<file path="src/rtl/dfilt_out_fifo.sv">
// Output stage of a sigma-delta filter channel: strobe edge detect, shift/saturate to OUT_W,
// then a show-ahead FIFO or a single bypass holding register, with overflow and clip flags.
module dfilt_out_fifo #(
   parameter int IN_W  = 32,
   parameter int OUT_W = 16,
   parameter int DEPTH = 16,
   parameter int LW    = $clog2(DEPTH) + 1
) (
   input  logic             SYSCLK,
   input  logic             SYSRST,
   input  logic             reg_filten,
   input  logic             reg_fifoen,
   input  logic [LW-1:0]    reg_fifoilvl,
   input  logic [4:0]       reg_filtsh,
   input  logic             reg_sat,
   input  logic             filt_osr,
   input  logic [IN_W-1:0]  filt_data_in,
   input  logic             fifo_rd,
   input  logic             fifo_ovf_clr,
   output logic [OUT_W-1:0] filt_data_out,
   output logic             filt_data_update,
   output logic [LW-1:0]    fifo_stat,
   output logic             fifo_lvlup,
   output logic             fifo_full,
   output logic             fifo_ovf,
   output logic             sat_event
);

   localparam int PW = $clog2(DEPTH);
   localparam logic signed [IN_W-1:0] SAT_MAX = {{(IN_W-OUT_W+1){1'b0}}, {(OUT_W-1){1'b1}}};
   localparam logic signed [IN_W-1:0] SAT_MIN = {{(IN_W-OUT_W+1){1'b1}}, {(OUT_W-1){1'b0}}};

   logic                  osr_s1, osr_s2, osr_s3;
   logic                  fifoen_q;
   logic [OUT_W-1:0]      mem [DEPTH];
   logic [PW-1:0]         wr_ptr, rd_ptr;
   logic [LW-1:0]         count;
   logic [OUT_W-1:0]      hold;
   logic                  hold_vld;

   logic                  upd, flush, full_i, push, pop, byp_wr, ovf_set;
   logic [4:0]            sh;
   logic signed [IN_W-1:0] v;
   logic [OUT_W-1:0]      sample;
   logic                  clip;

   assign upd    = osr_s2 & ~osr_s3 & reg_filten;
   assign flush  = (reg_fifoen != fifoen_q) | ~reg_filten;
   assign full_i = (count == LW'(DEPTH));

   always_comb begin
      sh = reg_filtsh;
      if (int'(reg_filtsh) > IN_W - 1) sh = 5'(IN_W - 1);
   end

   always_comb begin
      v      = $signed(filt_data_in) >>> sh;
      sample = v[OUT_W-1:0];
      clip   = 1'b0;
      if (reg_sat) begin
         if (v > SAT_MAX) begin
            sample = SAT_MAX[OUT_W-1:0];
            clip   = 1'b1;
         end else if (v < SAT_MIN) begin
            sample = SAT_MIN[OUT_W-1:0];
            clip   = 1'b1;
         end
      end
   end

   // A full FIFO still accepts a sample when a read frees the head slot in the same cycle.
   assign push    = upd & ~flush & reg_fifoen & (~full_i | fifo_rd);
   assign pop     = ~flush & reg_fifoen & fifo_rd & (count != '0);
   assign byp_wr  = upd & ~flush & ~reg_fifoen;
   assign ovf_set = upd & ~flush & ~fifo_rd & (reg_fifoen ? full_i : hold_vld);

   always_ff @(posedge SYSCLK) begin
      if (SYSRST) begin
         osr_s1    <= 1'b0;
         osr_s2    <= 1'b0;
         osr_s3    <= 1'b0;
         fifoen_q  <= 1'b0;
         sat_event <= 1'b0;
         fifo_ovf  <= 1'b0;
         wr_ptr    <= '0;
         rd_ptr    <= '0;
         count     <= '0;
         hold      <= '0;
         hold_vld  <= 1'b0;
         for (int i = 0; i < DEPTH; i++) mem[i] <= '0;
      end else begin
         osr_s1    <= filt_osr;
         osr_s2    <= osr_s1;
         osr_s3    <= osr_s2;
         fifoen_q  <= reg_fifoen;
         sat_event <= (push | byp_wr) & clip;
         if (ovf_set)           fifo_ovf <= 1'b1;
         else if (fifo_ovf_clr) fifo_ovf <= 1'b0;
         if (flush) begin
            wr_ptr   <= '0;
            rd_ptr   <= '0;
            count    <= '0;
            hold     <= '0;
            hold_vld <= 1'b0;
         end else begin
            if (push) begin
               mem[wr_ptr] <= sample;
               wr_ptr      <= wr_ptr + PW'(1);
            end
            if (pop) rd_ptr <= rd_ptr + PW'(1);
            case ({push, pop})
               2'b10:   count <= count + LW'(1);
               2'b01:   count <= count - LW'(1);
               default: count <= count;
            endcase
            if (byp_wr) begin
               hold     <= sample;
               hold_vld <= 1'b1;
            end else if (~reg_fifoen & fifo_rd) begin
               hold_vld <= 1'b0;
            end
         end
      end
   end

   always_comb begin
      filt_data_update = upd;
      filt_data_out    = '0;
      fifo_stat        = '0;
      fifo_lvlup       = 1'b0;
      fifo_full        = 1'b0;
      if (reg_fifoen) begin
         fifo_stat  = count;
         fifo_full  = full_i;
         fifo_lvlup = (reg_fifoilvl != '0) && (count >= reg_fifoilvl);
         if (reg_filten && count != '0) filt_data_out = mem[rd_ptr];
      end else begin
         fifo_stat = {{(LW-1){1'b0}}, hold_vld};
         if (reg_filten) filt_data_out = hold;
      end
   end

endmodule

</file>
<file path="config.mk">
export PLATFORM = sky130hd
export DESIGN_NAME = dfilt_out_fifo
export DESIGN_NICKNAME = d
export VERILOG_FILES = /design/src/rtl/dfilt_out_fifo.sv
export SDC_FILE = /design/constraint.sdc
export NUM_CORES = 1
export LEC_CHECK = 0
export CORE_ASPECT_RATIO = 1.25
export CORE_MARGIN = 1
export CORE_UTILIZATION = 30
export DETAILED_ROUTE_END_ITERATION = 10
export REMOVE_ABC_BUFFERS = 1
export SLEW_MARGIN = 20
export SYNTH_ARGS = -nofsm -noshare
export SYNTH_HDL_FRONTEND = slang
export SYNTH_SLANG_ARGS = --single-unit
export TNS_END_PERCENT = 100
</file>
<file path="constraint.sdc">
create_clock -name SYSCLK -period 4.4 [get_ports SYSCLK]
set_input_delay 0.88 -clock SYSCLK [delete_from_list [all_inputs] [get_ports SYSCLK]]
set_output_delay 0.88 -clock SYSCLK [all_outputs]
set_load 0.02 [all_outputs]
</file>
# --- After elaboration in Yosys (flattened, before gate mapping) ---
# Memory sizes are Yosys's and may differ from the RTL's. A register that Yosys moved wholly into a read port is not among the register bits.
# Index checks and enable logic that the tools add are counted.
# Widths: inputs -> output; s select.
word_totals:
  mem_bits_rw: 256
  out_inout_bits: 26
  reg_bits: 36
  memories: 1
memory_table:
  columns: ["name", "words", "width", "rd", "rd_clocked_by_memory_dff", "wr", "line", "source"]
  rows:
  - ["mem", 16, 16, 1, 1, 16, "35", "logic [OUT_W-1:0] mem [DEPTH];"]
op_classes:
  n_shift: 1
  n_addsub: 4
  reduce_logical: 9
  order_cmp: 3
  eq_ne: 4
  n_mux: 29
  n_bitwise: 22
ops:
  columns: ["operator", "count"]
  rows:
  - ["$mux 16", 7]
  - ["$gt 32x16->1 const B", 1]
  - ["$lt 32x16->1 const B", 1]
  - ["$sshr 32x5->32", 1]
  - ["$mux 1", 17]
  - ["$reduce_or 16->1", 1]
  - ["$and 1x1->1", 13]
  - ["$mux 4", 3]
  - ["$pmux 5 s2", 1]
  - ["$reduce_bool 5->1", 2]
  - ["$add 4x1->4 const B", 2]
  - ["$not 1->1", 6]
  - ["$reduce_bool 2->1", 3]
  - ["$add 5x1->5 const B", 1]
  - ["$eq 5x5->1 const B", 1]
  - ["$ge 5x5->1", 1]
  - ["$mux 5", 1]
  - ["$sub 5x1->5 const B", 1]
  - ["$or 1x1->1", 3]
  - ["$eq 2x1->1 const B", 1]
  - ["$eq 2x2->1 const B", 1]
  - ["$logic_and 1x1->1", 2]
  - ["$reduce_or 2->1", 1]
  - ["$ne 1x1->1", 1]

# --- Longest topological paths before layout ---
# Gate-level depths: netlist of run 1.
logic_depth:
  ltp_word: 12
  mapped_depth: 14

# --- Worst setup path after synthesis of run 1 ---
# Ideal clock, no wire load.
synth_timing:
  path_kind: "input-to-reg"
  start: "in reg_filtsh[1]"
  end: "mem mem[0][8], data pin"
  path_buffers: 5
  arrival_time_ns: 3.328
  required_ns: 4.130
  setup_slack_ns: 0.802
  path_stages: 12
  cell_sequence: "buf_4 > buf_6 > buf_2 > buf_2 > mux4_2 > mux2i_1 > nand2_1 > a32oi_1 > nor2_1 > a21oi_1 > buf_2 > a21oi_1"
synth_rtl:
  columns: ["element", "line", "source"]
  rows:
  - ["start, declared", "14", "input logic [4:0] reg_filtsh,"]
  - ["end, declared", "35", null]

==> results of run 1 <==
-- final timing paths --
path | startpoint | end | slack, ns
worst min-delay path | osr_s2$_SDFF_PP0_ | osr_s3$_SDFF_PP0_ | 0.47
worst max register to register | count[0]$_SDFFE_PP0P_ | count[4]$_SDFFE_PP0P_ | 0.81
worst min register to register | osr_s2$_SDFF_PP0_ | osr_s3$_SDFF_PP0_ | 0.47
worst max-delay path | flip-flop | filt_data_out[9] | 0.23
-- flip-flops by register name, indices dropped and copies added, names as in the netlist, named ones only --
register	count
rd_ptr	4
hold	16
fifo_ovf	1
osr_s3	1
hold_vld	1
osr_s1	1
count	5
wr_ptr	4
mem	256
osr_s2	1
sat_event	1
fifoen_q	1
-- per-layer routing --
layer	track usage, %	wire [µm]
met5	0	0
met4	5.16	1050
met3	1.24	1750
met2	28.4	22000
met1	19.0	17100
-- synth_stat cells (all sizes together), types with 5 or more instances --
master and instances:
o221ai 19, mux2i 32, xnor2 5, nor2 88, mux4 117, inv 37, nand2b 26, dfxtp 40
a32oi 7, xor2 5, a21oi 280, clkbuf 56, nor4 5, buf 70, edfxtp 256, ha 14
nor2b 12, o211ai 8, o21ai 36, mux2 14, nand2 82
-- final cells by class --
| cell class | count | area share, % |
|---|---|---|
| tap | 672 | 4.50 |
| clock inverter | 12 | 0.575 |
| timing repair buffer | 175 | 8.73 |
| clock buffer | 35 | 4.00 |
| inverter | 38 | 0.763 |
| sequential | 296 | 45.4 |
| multi-input combinational | 819 | 36.0 |
-- kinds of logic after synthesis --
kind of cell / Yosys count / synth area share (%)
AOI/OAI and AO/OA: 385 / 13.7
xor gates and xnor gates: 10 / 0.550
adders and majority gates: 15 / 1.23
buffers and inverters: 164 / 4.53
DFF: 296 / 53.3
muxes: 163 / 19.5
and+or+nand+nor: 246 / 7.15
-- per-stage QoR --
step	setup TNS (ns)	worst slack [ns]
finish	0	0.231
global route	0	0.0453
CTS	0	0.144
detailed placement	-0.167	-0.0396
global placement	0	0.0469
floorplan	-3062.19	-12.89
-- report_power, final --
part	switching [mW]	internal, mW
clock network	1.01	1.31
logic	0.458	0.295
registers	0.0263	3.14
==> Flow_metrics.wiki, run 1 <==
{| class="wikitable"
! Metric !! Value
|-
| Max Fanout on Critical Path || 17
|-
| FMAX || around 0.24 GHz
|-
| Arrival @ worst endpoint || between 3 and 4 ns
|-
| Syn Inst Count || ~1300
|-
| Clock buffer count from CTS || 28
|-
| GR Util All Layers || 15.4%
|-
| Worst clock skew || 0.00635 ns
|-
| Cell Count Post-Placement || roughly 2000
|-
| Post-detailed-placement half-perimeter wirelength || 30000 µm
|-
| Measured slew at the worst slew-check pin || ~1 ns
|-
| VDD IR-drop max || about 0.25 mV
|-
| Chip height || around 260 µm
|-
| Most used flip-flop cell after synthesis || sky130_fd_sc_hd__edfxtp_1
|-
| Unrepaired setup endpoints after global routing || no
|-
| Total cell area at the placement stage || 17800 µm²
|-
| Number of core rows || 94
|-
| Detailed router's first-iteration violation count || around 980
|-
| Total routed wirelength || between 40000 and 50000 µm
|-
| EDFF count, synth || around 260
|-
| Post-layout min period || about 4.2 ns
|-
| Cell with the largest stage delay on the worst path || sky130_fd_sc_hd__dfxtp_4
|-
| Slew margin rel. || 34.1%
|-
| FFs w/ async S/R, synth || 0%
|-
| Share of the synthesized area in the top cell type || around 48%
|-
| Via/cell ratio || 5.38
|-
| Number of distinct library cells after synthesis || a little over 60
|-
| Starting density of the core || between 30% and 40%
|-
| Count of antenna-violating nets left after detailed routing || 0
|-
| Leakage Power || 6.29 nW
|-
| DRC violations left || 0
|-
| Post-CTS sizing || 0
|-
| Data required time of the critical path || about 3.5 ns
|-
| Result of the run || complete, no violations
|-
| Core utilization of the finished layout || roughly 36%
|-
| CP endpoint kind || primary output
|-
| Hold path depth || 1
|-
| Initial antenna violation count || 0
|-
| Final count of negative-setup-slack endpoints || 0
|-
| Antenna diode count || 0
|-
| Count of placed standard cells in the final layout, fillers left out || between 2000 and 2500
|-
| Drt wl/cell || 20.5 µm
|-
| CTS root buf || sky130_fd_sc_hd__clkbuf_16
|-
| Maximum number of pins on one net before global-route repair || 65
|-
| CTS tree || yes
|-
| Total power divided by cell area || about 330 nW/µm²
|-
| Number of iterations in the first detailed-routing pass || 5
|-
| CP Depth || 6
|-
| Cell with the most instances on the worst path || sky130_fd_sc_hd__mux4_2
|-
| Post-synthesis sequential area ratio || a little over half
|-
| Final cycle utilization of the critical path || between 90% and 100%
|-
| Avg Inst Size Synth || around 12 µm²
|-
| Total grt overflow || 0
|-
| Area growth from synthesis to layout || 17.4%
|-
| Sinks on the clock net || around 300
|-
| Register bit total from synthesis || between 200 and 300
|-
| Worst hold slack || ~0.47 ns
|-
| Fill count || 5071
|-
| Cells taking the most area after synthesis || sky130_fd_sc_hd__edfxtp_1, sky130_fd_sc_hd__mux4_2, sky130_fd_sc_hd__a21oi_1
|-
| Kind of cell with the highest combined delay on the critical path || multiplexers
|-
| Fraction of layout cells with a size suffix above 1 || 21.1%
|-
| Global-route wire length before repair || around 66000 µm
|-
| Clock tree buffer depth || 3
|-
| Clock latency on the worst-skew pair || 0.55 ns
|-
| Path depth of the worst reg2reg path || 11
|-
| Startpoint class of the critical path || flip-flop
|-
| Crit path buffers/inverters || 3
|-
| Max-Cap Viols || 0
|-
| Hold Path Class || flip-flop to flip-flop
|-
| Final estimated routing congestion in global placement || between 0.9 and 1
|-
| Number of nets in the layout || between 1000 and 1500
|-
| Fin. Hold Viols || 0
|-
| Worst setup path class || flip-flop to primary output
|-
| Final cell area excluding filler cells || approximately 19000 µm²
|-
| # IOs || 76
|-
| Number of pins exceeding their max-slew limit in the final report || 0
|-
| CTS HTree Levels || 1
|-
| Die outline width || 208 µm
|-
| Count of port buffers added during placement || 75
|-
| Commonest non-fill, non-tap cells in the layout || sky130_fd_sc_hd__a21oi_1, sky130_fd_sc_hd__edfxtp_1, sky130_fd_sc_hd__mux4_2, sky130_fd_sc_hd__buf_4, sky130_fd_sc_hd__nor2_1
|-
| Post-CTS setup buffer count || 0
|-
| Clock transition at the registers of the reported paths || approximately 0.060 ns
|-
| Power, Total || about 6.2 mW
|-
| Cells traversed along the worst timing path || buf_4 > mux4_2 > mux4_2 > inv_1 > o21ai_0 > clkdlybuf4s50_1
|-
| CTS hold repair buffers || 0
|-
| Die Outline Area || between 50000 and 60000 µm²
|-
| Mapped Area || about 16000 µm²
|-
| Core outline area || around 53000 µm²
|-
| Storage element area || ~8500 µm²
|-
| Vias in the first global route || ~11000
|-
| DR vias || 11000
|-
| Total number of yosys warnings || 0
|-
| Most common library cell in the layout ignoring fill and taps || sky130_fd_sc_hd__a21oi_1
|-
| Multi-input gate area || ~6700 µm²
|-
| Largest area contributor in the netlist || sky130_fd_sc_hd__edfxtp_1
|-
| Peak per-stage delay on the critical path || ~0.6 ns
|}
(Power assumes the default switching activity.)
==> inputs of run 2 (changes only) <==
- CORE_MARGIN: 1 -> 4
==> run 2 against run 1 <==
Compared with the run above: setup slack better by 0.077 ns; die area is 5.3% higher; global-route usage is 1.2 points lower; non-clock buffer count is 9 lower; sequential power hardly changed; critical path type unchanged.
==> Flow_metrics.wiki, run 2 (same netlist as run 1, synthesis figures left out) <==
{| class="wikitable"
! Metric !! Value
|-
| Result of the run || complete, no violations
|-
| Chip height || around 270 µm
|-
| Switching Fraction || 24.5%
|-
| Final cell area excluding filler cells || between 15000 and 20000 µm²
|-
| Worst setup path end || filt_data_out[0]
|-
| R2r setup slk || about 1.1 ns
|-
| Hold Path Class || flip-flop to flip-flop
|-
| Number of pins exceeding their max-slew limit in the final report || 0
|-
| Number of flip-flops in the largest register || between 200 and 300
|-
| Total cell area at the placement stage || roughly 18000 µm²
|-
| CTS root buf || sky130_fd_sc_hd__clkbuf_16
|-
| Worst setup path class || flip-flop to primary output
|-
| Slew margin rel. || between 50 and 60%
|-
| Maximum number of pins on one net before global-route repair || between 60 and 70
|-
| Vias in the first global route || about 11000
|-
| Count of antenna-violating nets left after detailed routing || 0
|-
| CTS tree || yes
|-
| CTS hold repair buffers || 0
|-
| Core utilization of the finished layout || between 30% and 40%
|-
| Clock buffer count from CTS || 29
|-
| Pre-CTS setup slack || approximately 0.26 ns
|-
| Total grt overflow || 0
|-
| Unrepaired setup endpoints after global routing || no
|-
| R2r startpoint || count[0]$_SDFFE_PP0P_
|-
| Initial antenna violation count || 0
|-
| DRC violations left || 0
|-
| Area growth from synthesis to layout || 17.2%
|-
| Leading registers by flop count || mem x256, hold x16, count x5
|-
| Final setup margin || 0.308 ns
|-
| Worst clock skew || 0.0184 ns
|-
| Detailed router's first-iteration violation count || 815
|-
| Final cycle utilization of the critical path || approximately 93%
|-
| Count of placed standard cells in the final layout, fillers left out || between 2000 and 2500
|-
| Die outline width || approximately 210 µm
|-
| CTS HTree Levels || 1
|-
| Arrival @ worst endpoint || 3.21 ns
|-
| Leakage Power || between 6 and 7 nW
|-
| Count of port buffers added during placement || 75
|-
| Die Outline Area || between 50000 and 60000 µm²
|-
| Post-CTS setup buffer count || 0
|-
| Share of total power in combinational logic || approximately an eighth
|-
| Net switching power || roughly 1.5 mW
|-
| Post-CTS sizing || 0
|-
| Number of core rows || 94
|-
| Total power divided by cell area || between 300 and 400 nW/µm²
|-
| Post-layout min period || a little over 4 ns
|-
| Via/cell ratio || 5.36
|-
| Core outline area || 52600 µm²
|-
| Final count of negative-setup-slack endpoints || 0
|-
| Most common library cell in the layout ignoring fill and taps || sky130_fd_sc_hd__a21oi_1
|-
| Cell-internal power || 4.76 mW
|-
| Final estimated routing congestion in global placement || 0.900
|-
| Clock transition at the registers of the reported paths || 0.06 ns
|-
| Clock latency on the worst-skew pair || ~0.58 ns
|-
| GR Util All Layers || between 10% and 20%
|-
| Data required time of the critical path || between 3 and 4 ns
|-
| Biggest register || mem
|-
| FMAX || between 0.2 and 0.25 GHz
|-
| Clock network fraction of total power || a little under two fifths
|-
| Relative contribution of sequential cells to total power || approximately 50%
|-
| Drt wl/cell || ~20 µm
|-
| Max Fanout on Critical Path || 12
|-
| # IOs || 76
|-
| Path depth of the worst reg2reg path || 13
|-
| Startpoint class of the critical path || flip-flop
|-
| Number of iterations in the first detailed-routing pass || 5
|-
| Cell Count Post-Placement || approximately 2000
|-
| Fraction of layout cells with a size suffix above 1 || 20.9%
|-
| R2r endpoint || count[4]$_SDFFE_PP0P_
|-
| Starting density of the core || just over 30%
|-
| DR vias || ~11000
|-
| Clock tree buffer depth || 3
|-
| VDD IR-drop max || roughly 0.25 mV
|-
| CP endpoint kind || primary output
|-
| Commonest non-fill, non-tap cells in the layout || sky130_fd_sc_hd__a21oi_1, sky130_fd_sc_hd__edfxtp_1, sky130_fd_sc_hd__mux4_2, sky130_fd_sc_hd__nor2_1, sky130_fd_sc_hd__buf_4
|-
| Fin. Hold Viols || 0
|-
| Measured slew at the worst slew-check pin || a little over 0.7 ns
|-
| Antenna diode count || 0
|-
| Number of nets in the layout || around 1400
|-
| Sinks on the clock net || around 300
|-
| Global-route wire length before repair || 65600 µm
|-
| Post-detailed-placement half-perimeter wirelength || 29500 µm
|-
| Fill count || a little over 5000
|-
| Max-Cap Viols || 0
|-
| Total routed wirelength || between 40000 and 50000 µm
|}
run 2: changes by cell type in the layout (fill, tap and decap cells not counted), sizes merged:
cell,previous run,this run
clkdlybuf4s50,72,71
clkinv,11,13
clkinvlp,0,5
inv,37,38
buf,102,95
clkbuf,36,32
run 2: cell type report:
| class | count | area, µm² | share of cell area [%] |
|---|---|---|---|
| sequential | 296 | 8490 | 45.5 |
| clock buffer | 32 | 737 | 3.95 |
| timing repair buffer | 166 | 1540 | 8.27 |
| tap | 672 | 841 | 4.50 |
| inverter | 38 | 143 | 0.764 |
| multi-input combinational | 819 | 6740 | 36.1 |
| clock inverter | 20 | 173 | 0.925 |
run 2: worst max-delay path, stage by stage, from the launching register on:
cell and delay, ns:
sky130_fd_sc_hd__dfxtp_4 0.47, sky130_fd_sc_hd__buf_4 0.32, sky130_fd_sc_hd__mux4_2 0.60, sky130_fd_sc_hd__mux4_2 0.52
sky130_fd_sc_hd__inv_1 0.07, sky130_fd_sc_hd__o21ai_0 0.07, sky130_fd_sc_hd__clkdlybuf4s50_1 0.59
run 2: worst min-delay path by stage:
stage	cells past startpoint	to	slack [ns]	from
final	1	osr_s3$_SDFF_PP0_	0.46	osr_s2$_SDFF_PP0_
after global placement	1	osr_s3$_SDFF_PP0_	0.44	osr_s2$_SDFF_PP0_
after detailed placement	2	hold[1]$_SDFFE_PP0P_	0.45	hold[1]$_SDFFE_PP0P_
after CTS	1	osr_s3$_SDFF_PP0_	0.47	osr_s2$_SDFF_PP0_
after floorplan	1	osr_s2$_SDFF_PP0_	0.41	osr_s1$_SDFF_PP0_
after global routing	1	osr_s3$_SDFF_PP0_	0.49	osr_s2$_SDFF_PP0_
run 2: power groups by stage:
stage / logic [mW] / clock network (mW) / registers, mW
after detailed placement: 0.732 / 0 / 3.23
after global placement: 0.726 / 0 / 3.22
after CTS: 0.737 / 2.46 / 3.17
final: 0.740 / 2.40 / 3.17
after global routing: 0.798 / 2.57 / 3.18
after floorplan: 0.396 / 0 / 3.22
run 2: per-layer routing:
layer	routed length (µm)	part of all wire [%]	track usage [%]	vias to the layer above
met5	0	0	0	-
met4	1270	3.1	5.21	0
met3	1870	4.5	1.66	69
met2	21600	52	26.3	340
met1	16500	40	17.1	5483
li1	-	-	-	5061
run 2: metrics by stage:
step / hold slack (ns) / power (mW) / TNS (ns)
5_1_grt: 0.486 / 6.55 / 0
3_3_place_gp: 0.440 / 3.95 / 0
2_1_floorplan: 0.414 / 3.61 / -3062.19
4_1_cts: 0.466 / 6.36 / 0
3_5_place_dp: 0.448 / 3.96 / 0
6_report: 0.465 / 6.31 / 0
==> inputs of run 3 (changes only) <==
- REMOVE_ABC_BUFFERS: 1 -> not set
- SKIP_LAST_GASP: not set -> 1
==> run 3 against run 2 <==
Compared with the run above: register-to-register slack worse by 0.36 ns; design area up 0.33%; clock skew up 0.0096 ns; critical path depth unchanged; via count up 1.3%; sequential share of layout area down 0.15 points; sequential power about the same; combinational power about the same; die area unchanged; first-iteration DRC count up 13%; final cell count up 0.20%.
==> Flow_metrics.wiki, run 3 (same netlist as run 1, synthesis figures left out) <==
{| class="wikitable"
! Metric !! Value
|-
| Result of the run || complete, no violations
|-
| Number of core rows || between 90 and 100
|-
| CTS hold repair buffers || 0
|-
| Max Fanout on Critical Path || 28
|-
| Final estimated routing congestion in global placement || a little under 0.9
|-
| Peak per-stage delay on the critical path || 0.69 ns
|-
| # IOs || between 70 and 80
|-
| Clock transition at the registers of the reported paths || approximately 0.07 ns
|-
| Fraction of layout cells with a size suffix above 1 || roughly a fifth
|-
| CTS root buf || sky130_fd_sc_hd__clkbuf_16
|-
| Global-route wire length before repair || between 60000 and 70000 µm
|-
| CTS HTree Levels || 1
|-
| Clock latency on the worst-skew pair || ~0.56 ns
|-
| Sinks on the clock net || slightly below 300
|-
| Hold path depth || 1
|-
| Arrival @ worst endpoint || between 3 and 4 ns
|-
| Synthesized Nets || about 1300
|-
| Worst setup path class || flip-flop to primary output
|-
| Core outline area || between 50000 and 60000 µm²
|-
| Total routed wirelength || between 40000 and 50000 µm
|-
| Die Outline Area || between 50000 and 60000 µm²
|-
| Initial antenna violation count || 1
|-
| Detailed router's first-iteration violation count || roughly 900
|-
| Number of nets in the layout || between 1000 and 1500
|-
| Biggest register || mem
|-
| GR Util All Layers || approximately 15%
|-
| Final cycle utilization of the critical path || between 90% and 100%
|-
| Post-layout min period || 4.13 ns
|-
| Path depth of the worst reg2reg path || 11
|-
| Cells traversed along the worst timing path || buf_12 > mux4_2 > mux4_2 > inv_1 > o21ai_0 > clkdlybuf4s50_1
|-
| Worst clock skew || ~0.028 ns
|-
| Antenna diode count || 0
|-
| Final count of negative-setup-slack endpoints || 0
|-
| Number of iterations in the first detailed-routing pass || 5
|-
| Area growth from synthesis to layout || 17.6%
|-
| FMAX || about 0.24 GHz
|-
| Count of antenna-violating nets left after detailed routing || 0
|-
| Max-Cap Viols || 0
|-
| Slew margin rel. || about 28%
|-
| Clock buffer count from CTS || 28
|-
| Leading registers by flop count || mem x256, hold x16, count x5
|-
| Most common library cell in the layout ignoring fill and taps || sky130_fd_sc_hd__a21oi_1
|-
| Cell with the most instances on the worst path || sky130_fd_sc_hd__mux4_2
|-
| VDD IR-drop max || about 0.25 mV
|-
| Startpoint class of the critical path || flip-flop
|-
| Leakage Power || 6.30 nW
|-
| Measured slew at the worst slew-check pin || between 1 and 1.5 ns
|-
| Core utilization of the finished layout || between 30% and 40%
|-
| Total power divided by cell area || around 340 nW/µm²
|-
| Starting density of the core || between 30% and 40%
|-
| Unrepaired setup endpoints after global routing || no
|-
| Chip height || between 200 and 300 µm
|-
| Clock tree buffer depth || 3
|-
| Drt wl/cell || between 20 and 25 µm
|-
| Commonest non-fill, non-tap cells in the layout || sky130_fd_sc_hd__a21oi_1, sky130_fd_sc_hd__edfxtp_1, sky130_fd_sc_hd__mux4_2, sky130_fd_sc_hd__nor2_1, sky130_fd_sc_hd__buf_4
|-
| Total grt overflow || 0
|-
| Vias in the first global route || 11400
|-
| Count of placed standard cells in the final layout, fillers left out || between 2000 and 2500
|-
| CP endpoint kind || primary output
|-
| Count of port buffers added during placement || 75
|-
| Die outline width || 214 µm
|-
| Number of pins exceeding their max-slew limit in the final report || 0
|-
| Fin. Hold Viols || 0
|-
| Fin Setup TNS || 0 ns
|-
| DR vias || between 10000 and 15000
|-
| Hold Path Class || flip-flop to flip-flop
|-
| Via/cell ratio || between 5 and 6
|-
| DRC violations left || 0
|-
| Number of flip-flops in the largest register || between 200 and 300
|-
| Cell Count Post-Placement || 1994
|-
| CTS tree || yes
|-
| Cell with the largest stage delay on the worst path || sky130_fd_sc_hd__dfxtp_2
|-
| Post-detailed-placement half-perimeter wirelength || 31200 µm
|-
| Data required time of the critical path || between 3 and 4 ns
|-
| Maximum number of pins on one net before global-route repair || 48
|}
run 3: final cells by class:
type                            count  area (µm²)
Clock buffer                       34         744
Clock inverter                     15         151
Fill cell                        5069       33800
Inverter                           38         143
Multi-Input combinational cell    819        6730
Sequential cell                   296        8490
Tap cell                          672         841
Timing Repair Buffer              173        1630
run 3: report_power, final:
| part | switching [mW] | leakage (nW) | internal (mW) |
|---|---|---|---|
| combinational | 0.454 | 3.01 | 0.286 |
| clock | 1.02 | 0.438 | 1.37 |
| sequential | 0.0265 | 2.84 | 3.14 |
run 3: per-layer routing:
metal	track usage, %	wire length, µm
met5	0	7
met2	27.7	23200
met3	1.95	2120
met1	17.2	16400
met4	4.80	1170
run 3: path summary, 6_finish.rpt:
kind                            slack (ns)                  start                    end
worst max-delay path                  0.27              flip-flop       filt_data_out[9]
worst min-delay path                  0.46      osr_s1$_SDFF_PP0_      osr_s2$_SDFF_PP0_
worst max register to register        0.76  count[0]$_SDFFE_PP0P_  count[4]$_SDFFE_PP0P_
worst min register to register        0.46      osr_s1$_SDFF_PP0_      osr_s2$_SDFF_PP0_
run 3: repair_timing:
action / in CTS / in global routing
buffers inserted: 0 / 4
setup endpoints to repair: 0 / 3
gates resized for setup: 0 / 0
run 3: critical path: cells and delay by family, from the launching register on:
family | cells | cell delay, ns
AOI/OAI and AO/OA | 1 | 0.17
buffers and inverters | 3 | 0.96
DFF | 1 | 0.69
muxes | 2 | 0.85
run 3: per-stage QoR:
stage / hold slack [ns] / cell area (µm²) / setup WS [ns] / power, mW
floorplan: 0.414 / 15900 / 0.802 / 3.68
global placement: 0.426 / 17800 / 0.0729 / 3.95
detailed placement: 0.446 / 17800 / 0.0487 / 3.96
CTS: 0.460 / 18700 / 0.0150 / 6.34
global route: 0.471 / 18700 / 0.174 / 6.53
finish: 0.456 / 18700 / 0.267 / 6.31
